[src/rtl/decrypt_rx.sv]
// decrypt_rx: frame-aware byte decryptor feeding a 4-entry plaintext FIFO.
//
// state  | meaning
// IDLE   | no frame open; next accepted byte starts a frame using live select
// ACTIVE | frame open; bytes use the mode latched at frame start
module decrypt_rx (
  input  logic       clk,
  input  logic       rst,
  input  logic [1:0] select,
  input  logic       in_valid,
  input  logic [7:0] in_data,
  input  logic       in_last,
  output logic       in_ready,
  output logic       out_valid,
  output logic [7:0] out_data,
  output logic       out_last,
  input  logic       out_ready,
  output logic       busy,
  output logic [7:0] frame_cnt
);

  typedef enum logic {
    IDLE   = 1'b0,
    ACTIVE = 1'b1
  } state_t;

  state_t      state_q, state_d;
  logic [1:0]  mode_q, mode_d;
  logic [1:0]  eff_mode;
  logic [7:0]  plain;

  logic [8:0]  fifo_q [4];
  logic [1:0]  wr_ptr_q, wr_ptr_d;
  logic [1:0]  rd_ptr_q, rd_ptr_d;
  logic [2:0]  count_q, count_d;
  logic [7:0]  frame_cnt_q, frame_cnt_d;

  logic        accept;
  logic        consume;
  logic [8:0]  head;

  // Handshakes; in_ready depends only on the registered fill level.
  assign in_ready  = (count_q < 3'd4);
  assign out_valid = (count_q != 3'd0);
  assign accept    = in_valid && in_ready;
  assign consume   = out_valid && out_ready;

  assign head      = fifo_q[rd_ptr_q];
  assign out_data  = out_valid ? head[8:1] : 8'h00;
  assign out_last  = out_valid ? head[0]   : 1'b0;
  assign busy      = (state_q == ACTIVE);
  assign frame_cnt = frame_cnt_q;

  // Frame FSM next state and mode latch; a frame's first byte uses live select.
  always_comb begin
    state_d  = state_q;
    mode_d   = mode_q;
    eff_mode = (state_q == IDLE) ? select : mode_q;
    if (accept) begin
      if (state_q == IDLE) begin
        mode_d = select;
      end
      state_d = in_last ? IDLE : ACTIVE;
    end
  end

  // Byte mapping applied before the FIFO write.
  always_comb begin
    plain = in_data;
    case (eff_mode)
      2'b00:   plain = in_data;
      2'b01:   plain = ~in_data;
      2'b10:   plain = {in_data[3:0], in_data[7:4]};
      default: plain = ~{in_data[3:0], in_data[7:4]};
    endcase
  end

  // FIFO pointer, fill level and frame counter next-state.
  always_comb begin
    wr_ptr_d    = wr_ptr_q;
    rd_ptr_d    = rd_ptr_q;
    count_d     = count_q;
    frame_cnt_d = frame_cnt_q;
    if (accept) begin
      wr_ptr_d = wr_ptr_q + 2'd1;
    end
    if (consume) begin
      rd_ptr_d = rd_ptr_q + 2'd1;
    end
    case ({accept, consume})
      2'b10:   count_d = count_q + 3'd1;
      2'b01:   count_d = count_q - 3'd1;
      default: count_d = count_q;
    endcase
    if (accept && in_last) begin
      frame_cnt_d = frame_cnt_q + 8'd1;
    end
  end

  // Control registers with synchronous reset; reset blocks accept and consume.
  always_ff @(posedge clk) begin
    if (rst) begin
      state_q     <= IDLE;
      mode_q      <= 2'b00;
      wr_ptr_q    <= 2'd0;
      rd_ptr_q    <= 2'd0;
      count_q     <= 3'd0;
      frame_cnt_q <= 8'd0;
    end else begin
      state_q     <= state_d;
      mode_q      <= mode_d;
      wr_ptr_q    <= wr_ptr_d;
      rd_ptr_q    <= rd_ptr_d;
      count_q     <= count_d;
      frame_cnt_q <= frame_cnt_d;
    end
  end

  // FIFO storage; contents are don't-care while unoccupied so no reset needed.
  always_ff @(posedge clk) begin
    if (!rst && accept) begin
      fifo_q[wr_ptr_q] <= {plain, in_last};
    end
  end

endmodule

[config.mk]
export PLATFORM = sky130hd
export DESIGN_NAME = decrypt_rx
export DESIGN_NICKNAME = d
export VERILOG_FILES = /design/src/rtl/decrypt_rx.sv
export SDC_FILE = /design/constraint.sdc
export NUM_CORES = 1
export LEC_CHECK = 0
export ABC_AREA = 1
export BUFFER_PORTS_ARGS = -buffer_cell sky130_fd_sc_hd__buf_2
export CAP_MARGIN = 20
export CORE_ASPECT_RATIO = 1.25
export CORE_MARGIN = 2
export CORE_UTILIZATION = 55
export CTS_CLUSTER_SIZE = 16
export DETAILED_ROUTE_END_ITERATION = 16
export PLACE_DENSITY = 0.84
export SYNTH_ARGS = -nofsm -noshare
export SYNTH_HDL_FRONTEND = slang
export SYNTH_SLANG_ARGS = --single-unit
export TNS_END_PERCENT = 10
[constraint.sdc]
create_clock -name clk -period 2.2 [get_ports clk]
set_input_delay 0.44 -clock clk [delete_from_list [all_inputs] [get_ports clk]]
set_output_delay 0.44 -clock clk [all_outputs]
set_load 0.02 [all_outputs]
# Word-level counts from Yosys, hierarchy flattened
# Memories as Yosys holds them, arrays and structs flattened. A register that Yosys moved wholly into a read port is not among the register bits.
# Cells that the tools add are included.
# op_classes
n_addsub,5
mul,0
n_div,0
magnitude_cmp,1
n_eq_ne,4
n_shift,0
n_mux,10
bitwise,2
n_reduce_logical,8
# op_table
operator,count
8-bit one-hot mux with 3 select lines,1
8-bit inverter,2
8-bit by 1-bit adder with 8-bit output (second input constant),1
8-bit 2-to-1 mux,1
2-bit 2-to-1 mux,3
3-bit one-hot mux with 2 select lines,1
2-bit by 1-bit adder with 2-bit output (second input constant),2
2-bit by 1-bit == test with 1-bit output (second input constant),2
2-bit == test (second input constant),2
1-bit logical AND,4
1-bit 2-to-1 mux,4
3-bit by 1-bit adder with 3-bit output (second input constant),1
3-bit less-than comparator (second input constant),1
3-bit nonzero test,1
3-bit by 1-bit subtractor with 3-bit output (second input constant),1
2-bit logical NOT,1
2-bit nonzero test,1
1-bit logical NOT,1
# word_totals
regBits,18
latchBits,0
ram_bits,36
rom_bits,0
inputBits,15
out_inout_bits,20
wordCells,37
memories,1
# memory_table
name,words,width,rd,rd_clocked_by_memory_dff,write_ports,line,rtl
fifo_q,4,9,1,1,1,32,logic [8:0] fifo_q [4];

# Longest topological paths before layout
# Gate-level depths: netlist (run 1).
# logic_depth
ltp_word,5
depth_mapped,12
ltp_nobuf,12

# Worst setup path after synthesis (run 1)
# Ideal clock, no wire load.
# synth_path
kind,register to register
start,register count_q[2]
end,register count_q[2]
setup_ps,124
t_arrival_ps,1774
required_time_ps,2076
path_slack_ps,302
path_stages_with_launch,12
n_path_buf,0
synth_period_minus_slack_ps,1898
path_cell_list,dfxtp_1 > inv_2 > nand3_1 > nand2_1 > inv_1 > ha_1 > inv_1 > fa_1 > nand2_1 > nand3_1 > o21ai_0 > a21oi_1
# synth_between
elab_chain_len,4
elab_cells_between_ends,10
cone_classes,add/sub (2); order compare (1); eq/ne (2); mux (1); reduce/logical (4)
# synth_rtl
item,line,rtl
from (decl),35,"logic [2:0] count_q, count_d;"
from (signal assigned),114,count_q <= count_d;
3-bit less-than comparator (*),43,assign in_ready = (count_q < 3'd4);
net in_ready,13,"output logic in_ready,"
1-bit logical AND (*),45,assign accept = in_valid && in_ready;
2-bit by 1-bit == test with 1-bit output or 2-bit == test (tied branches),90,"case ({accept, consume})"
3-bit one-hot mux with 2 select lines or 2-bit nonzero test (tied branches),n/a,
# The timed path passes the listed nets; every way through them passes the cells marked *.
# A chain may end at the register's enable or synchronous reset.

# Worst setup path in the final report (run 1)
# layout_path
start,register count_q[0]
end,output out_data[0]
# layout_between
elab_chain_len,2
# layout_rtl
item,line,rtl
3-bit nonzero test,44,assign out_valid = (count_q != 3'd0);
8-bit 2-to-1 mux,49,assign out_data = out_valid ? head[8:1] : 8'h00;
to (decl),15,"output logic [7:0] out_data,"
# No other way between the ends.

==> out/qor.txt, run 1 <==
CTS HTree Levels -> 2
switching share of power -> 36.8%
slowest CP cell -> dfxtp_1
Pre-Repair DR Iteration Count -> 4
leakage -> 1.33 nW
Clock Path Buffers -> 2
die width -> 65.3 um
most common cell after layout, fill and taps aside -> nand2_1
Post-route DRC -> 0
Most used DFF post-synth -> edfxtp_1
crit-path max FO -> 9
class of the worst hold path -> in -> reg
worst reg2reg path depth -> 11
Comb pwr share -> 35.7%
Antenna diodes -> 0
final instance area -> 2970 um2
Seq cells post-synth -> 56
setup ws final -> 0.141 ns
routed len/inst -> 12.5 um
final net count -> 356
worst r2r src -> count_q[0]
Hold-fix buffers, CTS -> 0
CP required -> 1.76 ns
Sequential Power Share -> 42.8%
CP startpoint -> count_q[0]
Worst-Skew Late Latency -> 0.30 ns
Die H -> 80.6 um
Final min period -> 2.06 ns
Die Footprint -> 5260 um2
total CTS buffers -> 5
Post-CTS Setup Bufs -> 0
DP Area -> 2850 um2
largest cells by area after synthesis -> edfxtp_1 (42%), dfxtp_1 (16%), nand2_1 (8.9%)
Setup TNS -> 0 ns
P_int -> 0.00195 W
Peak VDD IR -> 0.624 mV
# rows -> 27
pre-CTS setup slack -> 0.306 ns
Setup CP Type -> reg -> out
ANT nets after route -> 0
DRT iter0 DRCs -> 61
DR vias -> 2013
Synth Instances -> 291
max-cap violation count -> 0
vias in the first global route -> 1867
Synth async-reset ratio -> 0%
sequential share of the synthesized area -> 57.4%
synth unique cells -> 25
Hold Crit Start -> rst
Post-synth EDFFs -> 36
startpoint types -> flip-flop
number of antenna violations at the first check in global routing -> 0
Worst Setup End Kind -> primary output
count of input and output buffers -> 34
Clk network pwr share -> 21.5%
hold endpoint -> frame_cnt[0]
Placer Congestion -> 0.774
cell family with most CP delay -> buffers and inverters
CTS tree -> yes
clk slew on worst S/H paths -> 0.10 ns
Setup violations, final -> 0
cell taking the most area after synthesis -> edfxtp_1
top-area cell type share of the netlist area -> 41.9%
Root Buffer -> clkbuf_8
final worst-path cycle share -> 93.6%
first-pass GRT wire length -> 8.22 mm
relative slew slack -> 70.9%
worst slew pin tran -> 0.436 ns
Ys Warns -> 0
GR Util All Layers -> 20.5%
most frequent cells in the layout -> nand2_1 (61), nor2_1 (49), edfxtp_1 (36)
Syn Nets -> 313
worst path cell trace -> inv_1 -> nand3_1 -> clkinv_1 -> a21oi_1 -> buf_2
final core occ -> 66.5%
Pwr Total -> 0.00309 W
CP bufs+invs -> 3
Fin Clk Skew -> 0.00759 ns
Fmax -> 0.486 GHz
status -> completed
unrepaired setup endpoints after global routing -> no
R2R Path End -> count_q[2]
largest net degree at the start of global routing -> 19
largest incremental delay on the critical path -> 0.33 ns
num ports -> 35
grt ovf -> 0
final hold viol count -> 0
Area Growth Syn to Fin -> 14.9%
hold-critical path depth -> 2
Detailed Route WL -> 4.90 mm
vias per cell -> 5.12
Max Slew Vio Count -> 0
core region area -> 4460 um2
layout cell share with drive strength beyond 1 -> 17.3%
Resize count post-CTS -> 0
Mapped Area -> 2580 um2
Final HPWL DP -> 3.41 mm
CP Data Arrival Time -> 1.62 ns
net load switching power -> 0.00114 W
initial core utilization -> 57.9%
Reg2Reg Setup Slack -> 0.21 ns
clock sinks -> 56
power density cells -> 1040 nW/um2
Mean Syn Cell Area -> 8.87 um2
[per-stage QoR]
stage,instances,hold slack (ns)
floorplan,291,0.464
global placement,385,0.486
detailed placement,385,0.501
CTS,393,0.392
global route,393,0.396
finish,393,0.400
[worst reg2reg max path: cells and delay by family, from the launching register on]
kind / cells / cell delay [ns]
fa+ha+maj: 2 / 0.58
compound gates: 2 / 0.22
simple gates: 4 / 0.49
buf+inv: 3 / 0.28
flops: 1 / 0.33
[registers in the layout, indices dropped and copies added (netlist names), named ones only]
| register | flops |
|---|---|
| fifo_q | 36 |
| frame_cnt | 8 |
| count_q | 3 |
| mode_q | 2 |
| rd_ptr_q | 2 |
| wr_ptr_q | 2 |
| busy | 1 |
[layout make-up]
cell class,instances,area [um2]
clock buffer,5,68.8
clock inverter,3,46.3
fill,363,1490
inverter,38,148
multi-input combinational,192,926
sequential,56,1480
tap,58,72.6
timing repair buffer,41,223
[cells in the mapped netlist, drive strengths merged, types with 3 or more instances]
cell,instances
a21oi,23
inv,36
ha,6
buf,4
o21ai,27
xor2,3
nor2,50
dfxtp,20
nand3,14
edfxtp,36
nand4,3
nand2,62
[cells by family (layout without fill, tap and decap cells)]
group | count (synthesis) | in the layout | share of synthesized area [%]
AND/OR/NAND/NOR | 130 | 130 | 20.5
flip-flops | 56 | 56 | 57.4
AO/OA/AOI/OAI | 52 | 52 | 10.7
buffers and inverters | 43 | 87 | 6.69
adder cells (fa/ha/maj) | 7 | 7 | 3.69
XOR/XNOR | 3 | 3 | 1.02
[routing by layer]
metal	up-vias	routed length, um	share of wire [%]	global-route usage, %
met3	6	212	4.3	3.36
met4	0	68	1.4	8.75
met5	-	0	0	0
met1	922	2070	42	25.0
met2	51	2540	52	35.6
li1	1034	-	-	-
[power by group through the flow]
stage | Clock, W | Combinational (W) | Sequential, W
after floorplan | 0 | 0.000764 | 0.00134
after global placement | 0 | 0.00106 | 0.00134
after detailed placement | 0 | 0.00109 | 0.00135
after CTS | 0.000675 | 0.00111 | 0.00132
after global routing | 0.000714 | 0.00124 | 0.00134
final | 0.000665 | 0.00110 | 0.00132
[worst max path at each step]
| stage | to | cells past startpoint |
|---|---|---|
| 5_1_grt | out_last | 5 |
| 2_1_floorplan | count_q[2] | 11 |
| 4_1_cts | out_data[0] | 5 |
| 3_5_place_dp | count_q[2] | 9 |
| 6_report | out_data[0] | 5 |
| 3_3_place_gp | count_q[2] | 9 |
No activity file was read; power rests on OpenSTA's default activity.
==> inputs of run 2 (changes only) <==
--- a/config.mk
+++ b/config.mk
@@ -9,11 +9,12 @@
 export BUFFER_PORTS_ARGS = -buffer_cell sky130_fd_sc_hd__buf_2
 export CAP_MARGIN = 20
 export CORE_ASPECT_RATIO = 1.25
-export CORE_MARGIN = 2
+export CORE_MARGIN = 1
 export CORE_UTILIZATION = 55
 export CTS_CLUSTER_SIZE = 16
 export DETAILED_ROUTE_END_ITERATION = 16
-export PLACE_DENSITY = 0.84
+export GPL_TIMING_DRIVEN = 1
+export PLACE_DENSITY = 0.77
 export SYNTH_ARGS = -nofsm -noshare
 export SYNTH_HDL_FRONTEND = slang
 export SYNTH_SLANG_ARGS = --single-unit
==> out/qor.txt, run 2 (synthesis results as in run 1) <==
status -> completed
CTS tree -> yes
ANT nets after route -> 0
DRT iter0 DRCs -> 76
most common cell after layout, fill and taps aside -> nand2_1
largest net degree at the start of global routing -> 19
setup ws final -> 0.145 ns
CP bufs+invs -> 3
clk slew on worst S/H paths -> 0.09 ns
worst r2r src -> count_q[0]
Clock Path Buffers -> 2
worst slew pin tran -> 0.359 ns
Reg2Reg Setup Slack -> 0.30 ns
Root Buffer -> clkbuf_8
Detailed Route WL -> 4.73 mm
initial core utilization -> 57.9%
routed len/inst -> 12.0 um
worst path cell trace -> inv_1 -> nand3_1 -> clkinv_1 -> a21oi_1 -> buf_2
slowest CP cell -> dfxtp_1
relative slew slack -> 76.0%
vias in the first global route -> 1762
Die Footprint -> 4970 um2
Pwr Total -> 0.00321 W
Most flops, register -> fifo_q
Area Growth Syn to Fin -> 16.7%
class of the worst hold path -> in -> reg
GR Util All Layers -> 20.5%
most frequent cells in the layout -> nand2_1 (61), nor2_1 (49), edfxtp_1 (36)
Worst-Skew Late Latency -> 0.31 ns
worst reg2reg path depth -> 11
final worst-path cycle share -> 93.4%
CP required -> 1.76 ns
Max Slew Vio Count -> 0
# rows -> 27
Placer Congestion -> 0.759
Hold Crit Start -> rst
Setup TNS -> 0 ns
num ports -> 35
count of input and output buffers -> 34
Fmax -> 0.487 GHz
startpoint types -> flip-flop
CP Data Arrival Time -> 1.61 ns
unrepaired setup endpoints after global routing -> no
core region area -> 4460 um2
final hold viol count -> 0
max-cap violation count -> 0
leakage -> 1.35 nW
Setup violations, final -> 0
total CTS buffers -> 5
Pre-Repair DR Iteration Count -> 4
Fin Clk Skew -> 0.0102 ns
Setup CP Type -> reg -> out
R2R Path End -> count_q[2]
hold-critical path depth -> 2
grt ovf -> 0
hold endpoint -> frame_cnt[1]
power density cells -> 1070 nW/um2
crit-path max FO -> 9
CTS HTree Levels -> 2
pre-CTS setup slack -> 0.301 ns
layout cell share with drive strength beyond 1 -> 18.3%
Post-route DRC -> 0
Worst Setup End Kind -> primary output
Final min period -> 2.05 ns
cell family with most CP delay -> buffers and inverters
Die H -> 78.6 um
Peak VDD IR -> 0.587 mV
clock sinks -> 56
max reg flops -> 36
DR vias -> 1985
Antenna diodes -> 0
Final HPWL DP -> 3.25 mm
vias per cell -> 5.01
number of antenna violations at the first check in global routing -> 0
first-pass GRT wire length -> 7.76 mm
largest incremental delay on the critical path -> 0.32 ns
final net count -> 359
die width -> 63.3 um
-- run 2: stage by stage --
stage / instance area [um2] / instances / utilization, % / hold slack, ns
after floorplan: 2580 / 291 / - / 0.464
after global placement: 2860 / 386 / 64.1 / 0.485
after detailed placement: 2860 / 386 / 64.1 / 0.496
after CTS: 2990 / 394 / 67.1 / 0.390
after global routing: 3010 / 396 / 67.5 / 0.390
final: 3010 / 396 / 67.5 / 0.398
-- run 2: final cells by class --
class | instances | area [um2]
clock buffers | 6 | 72.6
clock inverters | 2 | 60.1
fillers | 379 | 1450
inverters | 38 | 151
multi-input cells | 192 | 926
flip-flops and latches | 56 | 1480
well taps | 58 | 72.6
repair buffers | 44 | 245
-- run 2: worst max-delay path by stage --
| stage | slack (ns) | endpoint | depth (start not counted) | startpoint |
|---|---|---|---|---|
| floorplan | 0.30 | count_q[2] | 11 | count_q[2] |
| global placement | 0.38 | count_q[2] | 9 | in_valid |
| detailed placement | 0.30 | count_q[2] | 11 | count_q[0] |
| CTS | 0.10 | out_data[5] | 4 | flip-flop |
| global route | 0.05 | out_data[5] | 5 | count_q[0] |
| finish | 0.15 | out_data[5] | 5 | count_q[0] |
-- run 2: routing by layer --
metal / up-vias / track usage [%] / share of wire (%)
met2: 42 / 37.7 / 52
met5: - / 0 / 0
li1: 1039 / - / -
met3: 8 / 3.78 / 3.1
met1: 896 / 22.9 / 43
met4: 0 / 8.64 / 1.9
-- run 2: report_power, final --
part / leakage, nW / internal, W / switching (W)
Sequential: 0.489 / 0.00128 / 0.0000611
Clock: 0.0654 / 0.000455 / 0.000312
Combinational: 0.794 / 0.000356 / 0.000755
Total: 1.35 / 0.00209 / 0.00113
-- run 2: repair_timing --
| action | in CTS | in global routing |
|---|---|---|
| buffers inserted | 0 | 2 |
| gates resized for setup | 0 | 2 |
| endpoints found under the setup margin | 0 | 3 |
| hold buffers | 0 | 0 |
==> inputs of run 3 (changes only) <==
--- a/config.mk
+++ b/config.mk
@@ -5,7 +5,7 @@
 export SDC_FILE = /design/constraint.sdc
 export NUM_CORES = 1
 export LEC_CHECK = 0
-export ABC_AREA = 1
+export ABC_AREA = 0
 export BUFFER_PORTS_ARGS = -buffer_cell sky130_fd_sc_hd__buf_2
 export CAP_MARGIN = 20
 export CORE_ASPECT_RATIO = 1.25
==> out/qor.txt, run 3 <==
Worst-Skew Late Latency -> 0.30 ns
max-cap violation count -> 0
die width -> 62.1 um
worst path cell trace -> buf_4 -> mux4_2 -> nor2b_1 -> buf_2
Synth async-reset ratio -> 0%
layout cell share with drive strength beyond 1 -> 30.0%
Hold-fix buffers, CTS -> 0
DR vias -> 1515
slowest CP cell -> mux4_2
final hold viol count -> 0
Die H -> 77.2 um
startpoint types -> flip-flop
hold-critical path depth -> 1
Final HPWL DP -> 3.18 mm
number of antenna violations at the first check in global routing -> 0
Die Footprint -> 4790 um2
Clock Path Buffers -> 2
final instance area -> 2850 um2
Post-synth top cells -> edfxtp_1 (36), dfxtp_1 (20), nor2_1 (14), xor2_1 (14)
vias in the first global route -> 1621
Seq cells post-synth -> 56
net load switching power -> 0.00103 W
routed len/inst -> 15.7 um
Antenna diodes -> 0
CTS HTree Levels -> 2
Max Slew Vio Count -> 0
# fillers -> 339
Post-synth EDFFs -> 36
relative slew slack -> 66.0%
Inst Count DP -> 273
Syn Nets -> 201
initial core utilization -> 57.0%
Placer Congestion -> 0.689
most common cell after layout, fill and taps aside -> edfxtp_1
worst slew pin tran -> 0.510 ns
Area Growth Syn to Fin -> 14.7%
final worst-path cycle share -> 95.9%
DP Area -> 2760 um2
final net count -> 244
largest cells by area after synthesis -> edfxtp_1 (43%), dfxtp_1 (16%), mux4_2 (8.2%)
CTS tree -> yes
Setup violations, final -> 0
status -> completed
Most used DFF post-synth -> edfxtp_1
# rows -> 27
switching share of power -> 33.6%
Fin Clk Skew -> 0.00564 ns
sequential share of the synthesized area -> 59.6%
leakage -> 1.10 nW
total CTS buffers -> 5
largest net degree at the start of global routing -> 21
CP Data Arrival Time -> 1.67 ns
synth unique cells -> 35
Detailed Route WL -> 4.42 mm
Mapped Area -> 2490 um2
vias per cell -> 5.39
Synth Instances -> 179
Fmax -> 0.474 GHz
clock sinks -> 56
grt ovf -> 0
first-pass GRT wire length -> 7.47 mm
core region area -> 4360 um2
power density cells -> 1070 nW/um2
Sequential Power Share -> 45.0%
crit-path max FO -> 9
clk slew on worst S/H paths -> 0.09 ns
Worst Setup End Kind -> primary output
Post-route DRC -> 0
GR Util All Layers -> 20.6%
most frequent cells in the layout -> edfxtp_1 (36), buf_2 (34), dfxtp_1 (19)
DRT iter0 DRCs -> 56
ANT nets after route -> 0
Comb pwr share -> 36.4%
Finished Layout Cells -> 281
Root Buffer -> clkbuf_8
Ys Warns -> 0
top-area cell type share of the netlist area -> 43.5%
Post-CTS Setup Bufs -> 0
cell taking the most area after synthesis -> edfxtp_1
class of the worst hold path -> in -> reg
unrepaired setup endpoints after global routing -> no
Peak VDD IR -> 0.651 mV
Pre-Repair DR Iteration Count -> 4
count of input and output buffers -> 34
P_int -> 0.00202 W
cell with the most instances after synthesis -> edfxtp_1
Most flops, register -> fifo_q
Mean Syn Cell Area -> 13.9 um2
num ports -> 35
max reg flops -> 36
CP required -> 1.76 ns
Setup CP Type -> reg -> out
Clk network pwr share -> 18.6%
worst reg2reg path depth -> 8
largest incremental delay on the critical path -> 0.54 ns
Final min period -> 2.11 ns
-- run 3: cell count changes after synthesis, moves of 4 or more --
| cell | delta |
|---|---|
| mux2i_1 | +8 |
| inv_1 | -23 |
| o21ai_0 | -21 |
| nand3_1 | -12 |
| mux4_2 | +9 |
| nor2_1 | -35 |
| xor2_1 | +11 |
| nor2b_1 | +8 |
| and2_1 | +4 |
| a21oi_1 | -15 |
| nand2_1 | -53 |
-- run 3: cell type report --
class | instances | area (um2) | share of cell area (%)
Sequential cell | 56 | 1480 | 52.0
Multi-Input combinational cell | 108 | 938 | 32.9
Timing Repair Buffer | 42 | 230 | 8.07
Clock buffer | 7 | 86.3 | 3.03
Tap cell | 58 | 72.6 | 2.54
Inverter | 9 | 33.8 | 1.18
Clock inverter | 1 | 7.51 | 0.263
-- run 3: per-stage QoR --
stage	hold slack [ns]	TNS (ns)	worst slack, ns	power (W)	util [%]
floorplan	0.469	0	0.0196	0.00217	-
global placement	0.474	0	0.0520	0.00246	63.3
detailed placement	0.487	-0.0447	-0.0447	0.00252	63.3
CTS	0.451	0	0.0380	0.00308	65.4
global route	0.472	0	0.00643	0.00322	65.4
finish	0.458	0	0.0893	0.00305	65.4
-- run 3: metal layers --
layer  GRT usage, %  part of all wire, %
met1           22.0                   39
met2           39.1                   56
met3           3.87                  3.7
met4           8.37                  1.5
met5              0                    0
-- run 3: what timing repair did --
| action | CTS | global route |
|---|---|---|
| setup endpoints to repair | 0 | 1 |
| endpoints found under the hold margin | 0 | 0 |
| gates resized for setup | 0 | 1 |
-- run 3: power groups by stage --
stage          sequential (W)  combinational, W  clock (W)
3_5_place_dp          0.00140           0.00112          0
2_1_floorplan         0.00137          0.000798          0
6_report              0.00137           0.00111   0.000569
4_1_cts               0.00137           0.00113   0.000583
5_1_grt               0.00138           0.00122   0.000610
3_3_place_gp          0.00138           0.00108          0
-- run 3: path summary, 6_finish.rpt --
path / start / endpoint / slack [ns]
worst min-delay path: in_last / fifo_q[1][0] / 0.46
worst max-delay path: flip-flop / out_last / 0.09
worst min register to register: wr_ptr_q[1] / wr_ptr_q[1] / 0.51
worst max register to register: count_q[2] / count_q[2] / 0.10
-- run 3: critical path, delay by kind of cell (launching register included) --
kind / cells / cell delay [ns]
AND/OR/NAND/NOR: 1 / 0.14
multiplexers: 1 / 0.54
flip-flops: 1 / 0.32
buffers and inverters: 2 / 0.37
-- run 3: cell families after synthesis --
logic type	count (synthesis)	share of synthesized area [%]
simple gates	48	11.1
fa+ha+maj	7	3.82
buf+inv	15	2.67
mux	20	13.3
compound gates	18	4.28
xor+xnor	15	5.28
flops	56	59.6
